### src/rtl/ps2_pkg.sv
`default_nettype none
// ==== ps2_pkg : PS/2 host state encoding, timing defaults, command bytes ====
// ==== rev 1.0                                                            ====
package ps2_pkg;

  typedef enum logic [2:0] {
    ST_IDLE      = 3'd0,
    ST_INHIBIT   = 3'd1,
    ST_REQ       = 3'd2,
    ST_DATA      = 3'd3,
    ST_ACK       = 3'd4,
    ST_WAIT_IDLE = 3'd5
  } ps2_tx_state_t;

  // Defaults assume a 100 MHz system clock.
  localparam int unsigned DEF_INHIBIT_CYCLES = 10000;
  localparam int unsigned DEF_START_TIMEOUT  = 1500000;
  localparam int unsigned DEF_FRAME_TIMEOUT  = 200000;

  localparam logic [7:0] CMD_SET_LEDS = 8'hED;
  localparam logic [7:0] CMD_RESET    = 8'hFF;
  localparam logic [7:0] CMD_ACK      = 8'hFA;

  function automatic logic odd_parity(input logic [7:0] b);
    return ~^b;
  endfunction

endpackage
`default_nettype wire

### src/rtl/ps2_sync_edge.sv
`default_nettype none
// ==== ps2_sync_edge : PS/2 clock/data synchronizers + clock falling-edge detect ====
// ==== rev 1.0                                                                  ====
module ps2_sync_edge (
  input  logic clk,
  input  logic nrst,
  input  logic ps2_clk,
  input  logic ps2_data,
  output logic clk_s,
  output logic data_s,
  output logic clk_fall
);

  logic [1:0] clk_sync;
  logic [1:0] data_sync;

  // Idle-high reset so an undriven bus never looks like an edge.
  always_ff @(posedge clk or negedge nrst) begin
    if (!nrst) begin
      clk_sync  <= 2'b11;
      data_sync <= 2'b11;
    end else begin
      clk_sync  <= {clk_sync[0], ps2_clk};
      data_sync <= {data_sync[0], ps2_data};
    end
  end

  assign clk_s    = clk_sync[1];
  assign data_s   = data_sync[1];
  assign clk_fall = clk_sync[1] & ~clk_sync[0];

endmodule
`default_nettype wire

### src/rtl/ps2_host_tx.sv
`default_nettype none
// ==== ps2_host_tx : PS/2 host-to-device command transmitter (inhibit, RTS, frame, ACK) ====
// ==== rev 1.0                                                                          ====
module ps2_host_tx
  import ps2_pkg::*;
#(
  parameter int unsigned INHIBIT_CYCLES = DEF_INHIBIT_CYCLES,
  parameter int unsigned START_TIMEOUT  = DEF_START_TIMEOUT,
  parameter int unsigned FRAME_TIMEOUT  = DEF_FRAME_TIMEOUT
) (
  input  logic       clk,
  input  logic       nrst,
  input  logic [7:0] tx_data,
  input  logic       tx_start,
  input  logic       ps2_clk,
  input  logic       ps2_data,
  output logic       ps2_clk_drive_low,
  output logic       ps2_data_drive_low,
  output logic       busy,
  output logic       tx_done,
  output logic       tx_error
);

  localparam logic [20:0] INHIBIT_LAST = 21'(INHIBIT_CYCLES - 1);
  localparam logic [20:0] START_LAST   = 21'(START_TIMEOUT - 1);
  localparam logic [20:0] FRAME_LAST   = 21'(FRAME_TIMEOUT - 1);

  ps2_tx_state_t state, state_nx;
  logic [20:0]   tmo_cnt, tmo_cnt_nx;
  logic [3:0]    bit_cnt, bit_cnt_nx;
  logic [7:0]    shift, shift_nx;
  logic          parity, parity_nx;
  logic          bit_low, bit_low_nx;
  logic          done_nx, error_nx;
  logic          clk_s, data_s, clk_fall;

  ps2_sync_edge u_sync (
    .clk      (clk),
    .nrst     (nrst),
    .ps2_clk  (ps2_clk),
    .ps2_data (ps2_data),
    .clk_s    (clk_s),
    .data_s   (data_s),
    .clk_fall (clk_fall)
  );

  always_ff @(posedge clk or negedge nrst) begin
    if (!nrst) begin
      state    <= ST_IDLE;
      tmo_cnt  <= '0;
      bit_cnt  <= '0;
      shift    <= '0;
      parity   <= 1'b0;
      bit_low  <= 1'b0;
      tx_done  <= 1'b0;
      tx_error <= 1'b0;
    end else begin
      state    <= state_nx;
      tmo_cnt  <= tmo_cnt_nx;
      bit_cnt  <= bit_cnt_nx;
      shift    <= shift_nx;
      parity   <= parity_nx;
      bit_low  <= bit_low_nx;
      tx_done  <= done_nx;
      tx_error <= error_nx;
    end
  end

  always_comb begin
    state_nx   = state;
    tmo_cnt_nx = (tmo_cnt == '1) ? tmo_cnt : tmo_cnt + 21'd1;
    bit_cnt_nx = bit_cnt;
    shift_nx   = shift;
    parity_nx  = parity;
    bit_low_nx = bit_low;
    done_nx    = 1'b0;
    error_nx   = 1'b0;

    case (state)
      ST_IDLE: begin
        tmo_cnt_nx = tmo_cnt;
        if (tx_start) begin
          shift_nx   = tx_data;
          parity_nx  = odd_parity(tx_data);
          tmo_cnt_nx = '0;
          bit_cnt_nx = '0;
          bit_low_nx = 1'b0;
          state_nx   = ST_INHIBIT;
        end
      end

      ST_INHIBIT: begin
        if (tmo_cnt == INHIBIT_LAST) begin
          tmo_cnt_nx = '0;
          state_nx   = ST_REQ;
        end
      end

      // First device edge already asks for data bit 0; the frame timer starts here.
      ST_REQ: begin
        if (clk_fall) begin
          tmo_cnt_nx = '0;
          bit_cnt_nx = 4'd1;
          bit_low_nx = ~shift[0];
          shift_nx   = {1'b0, shift[7:1]};
          state_nx   = ST_DATA;
        end else if (tmo_cnt == START_LAST) begin
          error_nx = 1'b1;
          state_nx = ST_IDLE;
        end
      end

      ST_DATA: begin
        if (clk_fall) begin
          bit_cnt_nx = (bit_cnt == 4'hF) ? bit_cnt : bit_cnt + 4'd1;
          if (bit_cnt < 4'd8) begin
            bit_low_nx = ~shift[0];
            shift_nx   = {1'b0, shift[7:1]};
          end else if (bit_cnt == 4'd8) begin
            bit_low_nx = ~parity;
          end else begin
            bit_low_nx = 1'b0;
            state_nx   = ST_ACK;
          end
        end else if (tmo_cnt == FRAME_LAST) begin
          error_nx = 1'b1;
          state_nx = ST_IDLE;
        end
      end

      ST_ACK: begin
        if (clk_fall) begin
          if (!data_s) begin
            state_nx = ST_WAIT_IDLE;
          end else begin
            error_nx = 1'b1;
            state_nx = ST_IDLE;
          end
        end else if (tmo_cnt == FRAME_LAST) begin
          error_nx = 1'b1;
          state_nx = ST_IDLE;
        end
      end

      ST_WAIT_IDLE: begin
        if (clk_s && data_s) begin
          done_nx  = 1'b1;
          state_nx = ST_IDLE;
        end else if (tmo_cnt == FRAME_LAST) begin
          error_nx = 1'b1;
          state_nx = ST_IDLE;
        end
      end

      default: state_nx = ST_IDLE;
    endcase
  end

  // Decoded from state so reset releases the bus without waiting for a clock.
  assign ps2_clk_drive_low  = (state == ST_INHIBIT);
  assign ps2_data_drive_low = (state == ST_REQ) || ((state == ST_DATA) && bit_low);
  assign busy               = (state != ST_IDLE);

endmodule
`default_nettype wire

### config.mk
export PLATFORM = sky130hd
export DESIGN_NAME = ps2_host_tx
export DESIGN_NICKNAME = d
export VERILOG_FILES = /design/src/rtl/ps2_pkg.sv /design/src/rtl/ps2_sync_edge.sv /design/src/rtl/ps2_host_tx.sv
export SDC_FILE = /design/constraint.sdc
export NUM_CORES = 1
export LEC_CHECK = 0
export CORE_MARGIN = 10
export CORE_UTILIZATION = 45
export DETAILED_ROUTE_END_ITERATION = 7
export HOLD_SLACK_MARGIN = 0.15
export PLACE_DENSITY = 0.62
export SETUP_SLACK_MARGIN = 0.02
export SLEW_MARGIN = 20
export SYNTH_ARGS = -nofsm -noshare
export SYNTH_HDL_FRONTEND = slang
export SYNTH_SLANG_ARGS = --single-unit
### constraint.sdc
create_clock -name clk -period 2.05 [get_ports clk]
set_input_delay 0.5125 -clock clk [delete_from_list [all_inputs] [get_ports clk]]
set_output_delay 0.5125 -clock clk [all_outputs]
set_load 0.02 [all_outputs]
==> impl_results.md, run 1 <==
- Combinational power share: 0.355
- Die Height: 95.85 microns
- CTS tree: done
- Setup Crit Path Kind: flip-flop to flip-flop
- Leak pwr: 0.001363 uW
- Synthesized instance count: 291
- Reg2reg start: tmo_cnt[14]
- Core box area: 5540 sq um
- Main combinational cell family by area after synthesis: simple AND/OR/NAND/NOR gates
- DRC viols: 0
- Grt ovf: 0
- Post-synth EDFFs: 0
- Worst EP arrival: 2.22 ns
- Adder-cell area share of the yosys netlist: 0.01450
- # rows: 27
- Status: complete, no violations
- Post-Syn Area: 2589 sq um
- Clk_skew: 0.01464 ns
- Avg WL per Cell: 14.84 microns
- DIE WIDTH: 95.85 microns
- Worst Hold Class: primary input to asynchronous set/reset pin
- Post-Layout Inst Area: 3287 sq um
- Worst setup EP type: flip-flop
- Fillers: 516
- Via count of the first global-routing pass: 2050
- Initial Util: 0.4673
- Worst-margin pin slew: 0.4298 ns
- Ys Warns: 0
- Final hold viol count: 0
- Clock Sinks: 44
- First-pass DRT Iterations: 4
- Vias/cell: 5.438
- Sw Share: 0.3315
- Clock Path Buffers: 2
- Syn Area/Cell: 8.896 sq um
- Post-synthesis mux area share: 0.003867
- CP required: 2.25 ns
- Post-route ant nets: 0
- # port buffers: 17
- Layout Nets: 356
- Crit start category: flip-flop
- Initial antenna violation count: 0
- Max capacitance violation total: 0
- Post-Synth Simple-Gate Area: 0.3050
- Worst-path clk slew: 0.10 ns
- Fraction of layout cells with a size suffix above 1: 0.2463
- Root Driver: clkbuf_8
- Worst relative slew slack: 0.7126
- Iteration-0 DRC count of the detailed router: 132
- Via count: 2246
- Register area share after synthesis: 0.4273
- Gr usage total: 0.1374
- Ys async rst share: 1.000
- Post-DP Area: 3038 sq um
- Yosys cell types: 53
- Worst R2R End: tmo_cnt[14]
- Net Sw Power: 916.1 uW
- Antenna cells: 0
- Tmin final: 2.024 ns
- Die footprint: 9186 sq um
- VDD IR max: 444.9 uV
- Max Transition Viols Final: 0
- Fin crit share: 0.9872
- Final setup fails: 0
- Post-Syn Nets: 307
- FF-to-FF setup slack: 0.03 ns
- Area delta synth->final: 26.97%
- DP HPWL: 4.365 mm
- Hold buffer count at cts: 0
- Crit path max fanout: 5
- WL final: 6.128 mm
- Ys flop type: dfrtp_1
- Clock buffer count from CTS: 5
- RSZ-0062 raised after global routing: yes
- CTS H-Tree Depth: 2
- Setup ws final: 0.02625 ns
- Top Ports: 18
- Placer congestion estimate: 0.8827
- Compound-cell area share of the yosys netlist: 0.1382
- Fmax: 494.1 MHz
- Clock power frac: 0.255
- PwrDens: 840.9 nW/um^2
- Clk_lat worst skew: 0.31 ns
- Power Internal: 1848 uW
- Synth Area in XOR/XNOR: 0.07782
- Pre-CTS setup slack: -0.3180 ns
- First-pass GRT wire length: 10.14 mm
- Largest net degree at the start of global routing: 45
- Flop pwr share: 0.390
- R2R cell count: 8
- Seq cells post-synth: 44
-- placed cells by master, fill, tap and decap left out, types with 9 or more instances in the layout --
cell type	synthesis	layout
nor2_2	12	11
dfrtp_1	40	39
xor2_1	9	9
a31oi_1	9	9
o21ai_0	11	11
xnor2_1	14	14
nand3_1	17	16
a21oi_1	15	14
buf_4	0	32
nor2_1	31	31
nand2_1	38	38
clkdlybuf4s50_1	0	13
-- sequential cells by signal (all words and copies together) (netlist names) --
signal	count
bit_low	1
tx_error	1
tmo_cnt	21
state	3
u_sync.data_sync	2
bit_cnt	4
parity	1
tx_done	1
shift	8
u_sync.clk_sync	2
-- critical path, cell delays in order, from the launching register on --
cell,delay (ns)
dfrtp_2,0.46
nor4b_4,0.33
nand4_2,0.20
nor2_4,0.17
nand2_2,0.08
a221oi_4,0.29
buf_4,0.20
clkbuf_16,0.15
nor2_2,0.04
-- synth_stat cells (all sizes together), types with 2 or more instances --
library cell	count	area, sq um
o21ai	11	55.05
inv	8	30.03
nor3b	2	15.01
and2	2	12.51
nor2	43	191.4
o2bb2ai	2	17.52
nand2b	4	25.02
xnor2	14	122.6
ha	3	37.54
nand2	39	148.9
o22ai	3	18.77
or4	2	15.01
dfrtp	40	1001
and3	8	50.05
dfstp	4	105.1
nor3	11	66.32
buf	6	37.53
a31oi	9	56.30
nand4	7	50.05
nand3	17	85.08
or3	2	12.51
nor4	2	25.02
a211oi	2	15.01
xor2	9	78.83
a21oi	15	75.07
a41oi	2	25.03
clkbuf	5	18.77
-- final cells by class --
type / instances / area [sq um] / share of cell area
Multi-Input combinational cell: 228 / 1464 / 0.4454
Sequential cell: 44 / 1107 / 0.3369
Timing Repair Buffer: 53 / 479.2 / 0.1458
Tap cell: 72 / 90.09 / 0.02741
Clock buffer: 5 / 68.82 / 0.02094
Clock inverter: 3 / 47.55 / 0.01447
Inverter: 8 / 30.03 / 0.009136
-- power groups by stage --
| stage | clock network [uW] | logic (uW) | registers (uW) |
|---|---|---|---|
| final | 704 | 981 | 1080 |
| after global routing | 754 | 1080 | 1100 |
| after CTS | 714 | 826 | 1080 |
| after detailed placement | 0 | 839 | 1100 |
| after global placement | 0 | 836 | 1090 |
| after floorplan | 0 | 543 | 1080 |
-- metrics by stage --
| stage | hold WS, ns | std cells | power [uW] | util | TNS, ns |
|---|---|---|---|---|---|
| floorplan | 0.2169 | 291 | 1622 | - | 0 |
| global placement | 0.3456 | 399 | 1930 | 0.5483 | -0.7297 |
| detailed placement | 0.3484 | 399 | 1935 | 0.5483 | -1.096 |
| CTS | 0.1762 | 407 | 2619 | 0.5705 | 0 |
| global route | 0.1914 | 413 | 2938 | 0.5933 | -0.1727 |
| finish | 0.1562 | 413 | 2764 | 0.5933 | 0 |
-- layer usage --
| metal | routed length [microns] | part of all wire | GRT usage | up-vias |
|---|---|---|---|---|
| met1 | 3015 | 0.49 | 0.1993 | 1047 |
| met4 | 91 | 0.015 | 0.03808 | 0 |
| met3 | 304 | 0.050 | 0.02957 | 9 |
| met2 | 2716 | 0.44 | 0.2003 | 62 |
| met5 | 0 | 0 | 0 | - |
| li1 | - | - | - | 1128 |
-- cell families (layout without fill, tap and decap cells) --
family	after synthesis	count (layout)
AO/OA/AOI/OAI	53	53
XOR/XNOR	23	23
adder cells (fa/ha/maj)	3	3
buffers and inverters	19	69
flip-flops	44	44
multiplexers	1	1
AND/OR/NAND/NOR	148	148
-- repair_timing --
action | in CTS | in global routing
gates cloned | 0 | 2
endpoints found under the hold margin | 0 | 0
buffers inserted | 0 | 4
pin swaps | 0 | 4
endpoints found under the setup margin | 6 | 23
resized for setup | 5 | 13
-- worst max path at each step --
stage	endpoint	slack, ns	startpoint	cells after the start
after floorplan	tmo_cnt[20]	0.15	tmo_cnt[6]	7
after global placement	tmo_cnt[18]	-0.26	tx_start	8
after detailed placement	tmo_cnt[18]	-0.32	tx_start	8
after CTS	state[2]	0.03	u_sync.clk_sync[0]	6
after global routing	tmo_cnt[19]	-0.03	tmo_cnt[14]	8
final	tmo_cnt[14]	0.03	tmo_cnt[14]	8
Note: power is estimated with default switching activity, not from simulation.
==> run 2: changes to the inputs <==
--- a/config.mk
+++ b/config.mk
@@ -5,8 +5,10 @@
 export SDC_FILE = /design/constraint.sdc
 export NUM_CORES = 1
 export LEC_CHECK = 0
+export CAP_MARGIN = 20
 export CORE_MARGIN = 10
 export CORE_UTILIZATION = 45
+export CTS_CLUSTER_DIAMETER = 150
 export DETAILED_ROUTE_END_ITERATION = 7
 export HOLD_SLACK_MARGIN = 0.15
 export PLACE_DENSITY = 0.62
==> results of run 2 <==
Final layout, timing and power as in run 1 (identical DEF).
==> RTL change: new RTL, settings of run 2 <==
Encoding of `ps2_tx_state_t`: now one-hot (6 bits for 6 states).
--- a/src/rtl/ps2_pkg.sv
+++ b/src/rtl/ps2_pkg.sv
@@ -4,11 +4,11 @@
 package ps2_pkg;
 
-  typedef enum logic [2:0] {
-    ST_IDLE      = 3'd0,
-    ST_INHIBIT   = 3'd1,
-    ST_REQ       = 3'd2,
-    ST_DATA      = 3'd3,
-    ST_ACK       = 3'd4,
-    ST_WAIT_IDLE = 3'd5
+  typedef enum logic [5:0] {
+    ST_IDLE      = 6'b000001,
+    ST_INHIBIT   = 6'b000010,
+    ST_REQ       = 6'b000100,
+    ST_DATA      = 6'b001000,
+    ST_ACK       = 6'b010000,
+    ST_WAIT_IDLE = 6'b100000
   } ps2_tx_state_t;
 
Function: same outputs for any inputs over 10 cycles, from zero or initial values and one cycle with nrst low; not proved beyond that.
==> RTL change against run 2 <==
  * The run now ends with setup timing left
  * Synthesized area rose by 10%
  * Sequential share of layout area fell by 3.4 points
  * Design area rose by 19%
  * Worst setup slack lost 0.25 ns
  * Sequential cell count increased by 3
  * Clock skew down 0.0035 ns
  * Wire length grew 29%
Power is not compared: it rests on default switching activity, and its combinational part moved more than twofold at a synthesized area within 25%.
==> RTL change: results (changes against run 2) <==
{
  "grt_first_pass_wirelength": {"value": 12800, "unit": "µm", "change": "was 10100 µm"},
  "first_global_vias": {"value": 2529, "change": "was 2050"},
  "drt_iter0_drc": {"value": 158, "change": "was 132"},
  "synthesis.nets": {"value": 316, "change": "was 307"},
  "finalWeightedCongestion": {"value": 0.931, "change": "was 0.883"},
  "share_of_final_layout_standard_cells_stronger_than_drive_strength_1": {"value": 34.6, "unit": "%", "change": "was 24.6%"},
  "global_route.usage.met3": {"value": 3.11, "unit": "%", "change": "was 2.96%"},
  "timing.critical_path.to": {"value": "ps2_data_drive_low", "change": "was tmo_cnt[14]"},
  "failed_checks": "setup timing",
  "biggest_fanout_along_the_worst_timing_path": {"value": 2, "change": "was 5"},
  "finish.net_count": {"value": 394, "change": "was 356"},
  "drt_first_pass_iters": {"value": 6, "change": "was 4"},
  "worst_hold_slack": {"value": 0.167, "unit": "ns", "change": "was 0.156 ns"},
  "dp_hpwl": {"value": 5070, "unit": "µm", "change": "was 4360 µm"},
  "routed_via_density": {"value": 5.87, "change": "was 5.44"},
  "place_worst_setup_slack": {"value": -0.370, "unit": "ns", "change": "was -0.318 ns"},
  "critical-path-max-stage-delay": {"value": 0.54, "unit": "ns", "change": "was 0.46 ns"},
  "place.detailed.instances": {"value": 433, "change": "was 399"},
  "synth_top_cells_by_area": {"value": "dfrtp_1 (37%), nand2_1 (4.9%), dfstp_2 (4.6%)", "change": "was dfrtp_1 (39%), nand2_1 (5.5%), xnor2_1 (4.7%)"},
  "setup_slack": {"value": -0.225, "unit": "ns", "change": "was 0.0263 ns"},
  "gr-usage-all-layers": {"value": 15.4, "unit": "%", "change": "was 13.7%"},
  "biggestRegsByFlops": {"value": "tmo_cnt x21, shift x8, state x6", "change": "was tmo_cnt x21, shift x8, bit_cnt x4"},
  "placedInstanceArea": {"value": 3460, "unit": "µm²", "change": "was 3040 µm²"},
  "setup_violations": {"value": 24, "change": "was 0"},
  "fin_setup_tns": {"value": -4.53, "unit": "ns", "change": "was 0 ns"},
  "synth_seq_area_share": {"value": 41.5, "unit": "%", "change": "was 42.7%"},
  "status": {"value": "complete, but fails checks", "change": "was complete, no violations"},
  "yosys.cell_types.count": {"value": 59, "change": "was 53"},
  "post_route_met1_wirelength": {"value": 3750, "unit": "µm", "change": "was 3020 µm"},
  "totalWireLength": {"value": 7930, "unit": "µm", "change": "was 6130 µm"},
  "crit_slowest_cell": {"value": "or4b_4", "change": "was dfrtp_2"},
  "grt_max_degree": {"value": 48, "change": "was 45"},
  "filler_cell_count": {"value": 481, "change": "was 516"}
}
RTL change: cell types whose count changed in the layout (fill, tap and decap cells not counted), moves of 5 or more:
cell,run 2,this run
a21oi_2,1,10
a31oi_1,9,1
and4_1,0,5
buf_4,32,54
buf_6,1,11
mux2i_1,1,7
nand2_1,38,33
nor2_1,31,8
nor4_1,0,7
o21ai_0,11,17
o31ai_1,0,6
or4_1,1,7
xor2_1,9,3
RTL change: layout make-up:
| class | instances | area, µm² | area share (%) |
|---|---|---|---|
| multi-input cells | 235 | 1710 | 43.7 |
| flip-flops and latches | 47 | 1180 | 30.3 |
| repair buffers | 84 | 769 | 19.7 |
| well taps | 75 | 93.8 | 2.40 |
| clock buffers | 5 | 68.8 | 1.76 |
| clock inverters | 3 | 67.6 | 1.73 |
| inverters | 5 | 18.8 | 0.480 |
RTL change: cells by family (layout without fill, tap and decap cells):
logic type | after synthesis | in the layout | share of synthesized area [%]
simple gates | 137 | 137 | 28.9
compound gates | 73 | 73 | 17.8
flops | 47 | 47 | 41.5
buf+inv | 18 | 97 | 3.38
xor+xnor | 15 | 15 | 4.62
mux | 7 | 7 | 2.46
fa+ha+maj | 3 | 3 | 1.32
RTL change: repair_timing:
item / 4_1_cts / 5_1_grt
resized for setup: 30 / 27
buffers inserted: 9 / 4
cloned: 2 / 1
setup endpoints to repair: 25 / 42
pin swaps: 2 / 8
RTL change: power by group through the flow:
stage | logic [mW] | clock network (mW) | registers (mW)
final | 2.41 | 0.837 | 1.23
after global routing | 2.58 | 0.886 | 1.25
after CTS | 2.24 | 0.851 | 1.23
after detailed placement | 1.67 | 0 | 1.25
after global placement | 1.64 | 0 | 1.24
after floorplan | 1.07 | 0 | 1.24
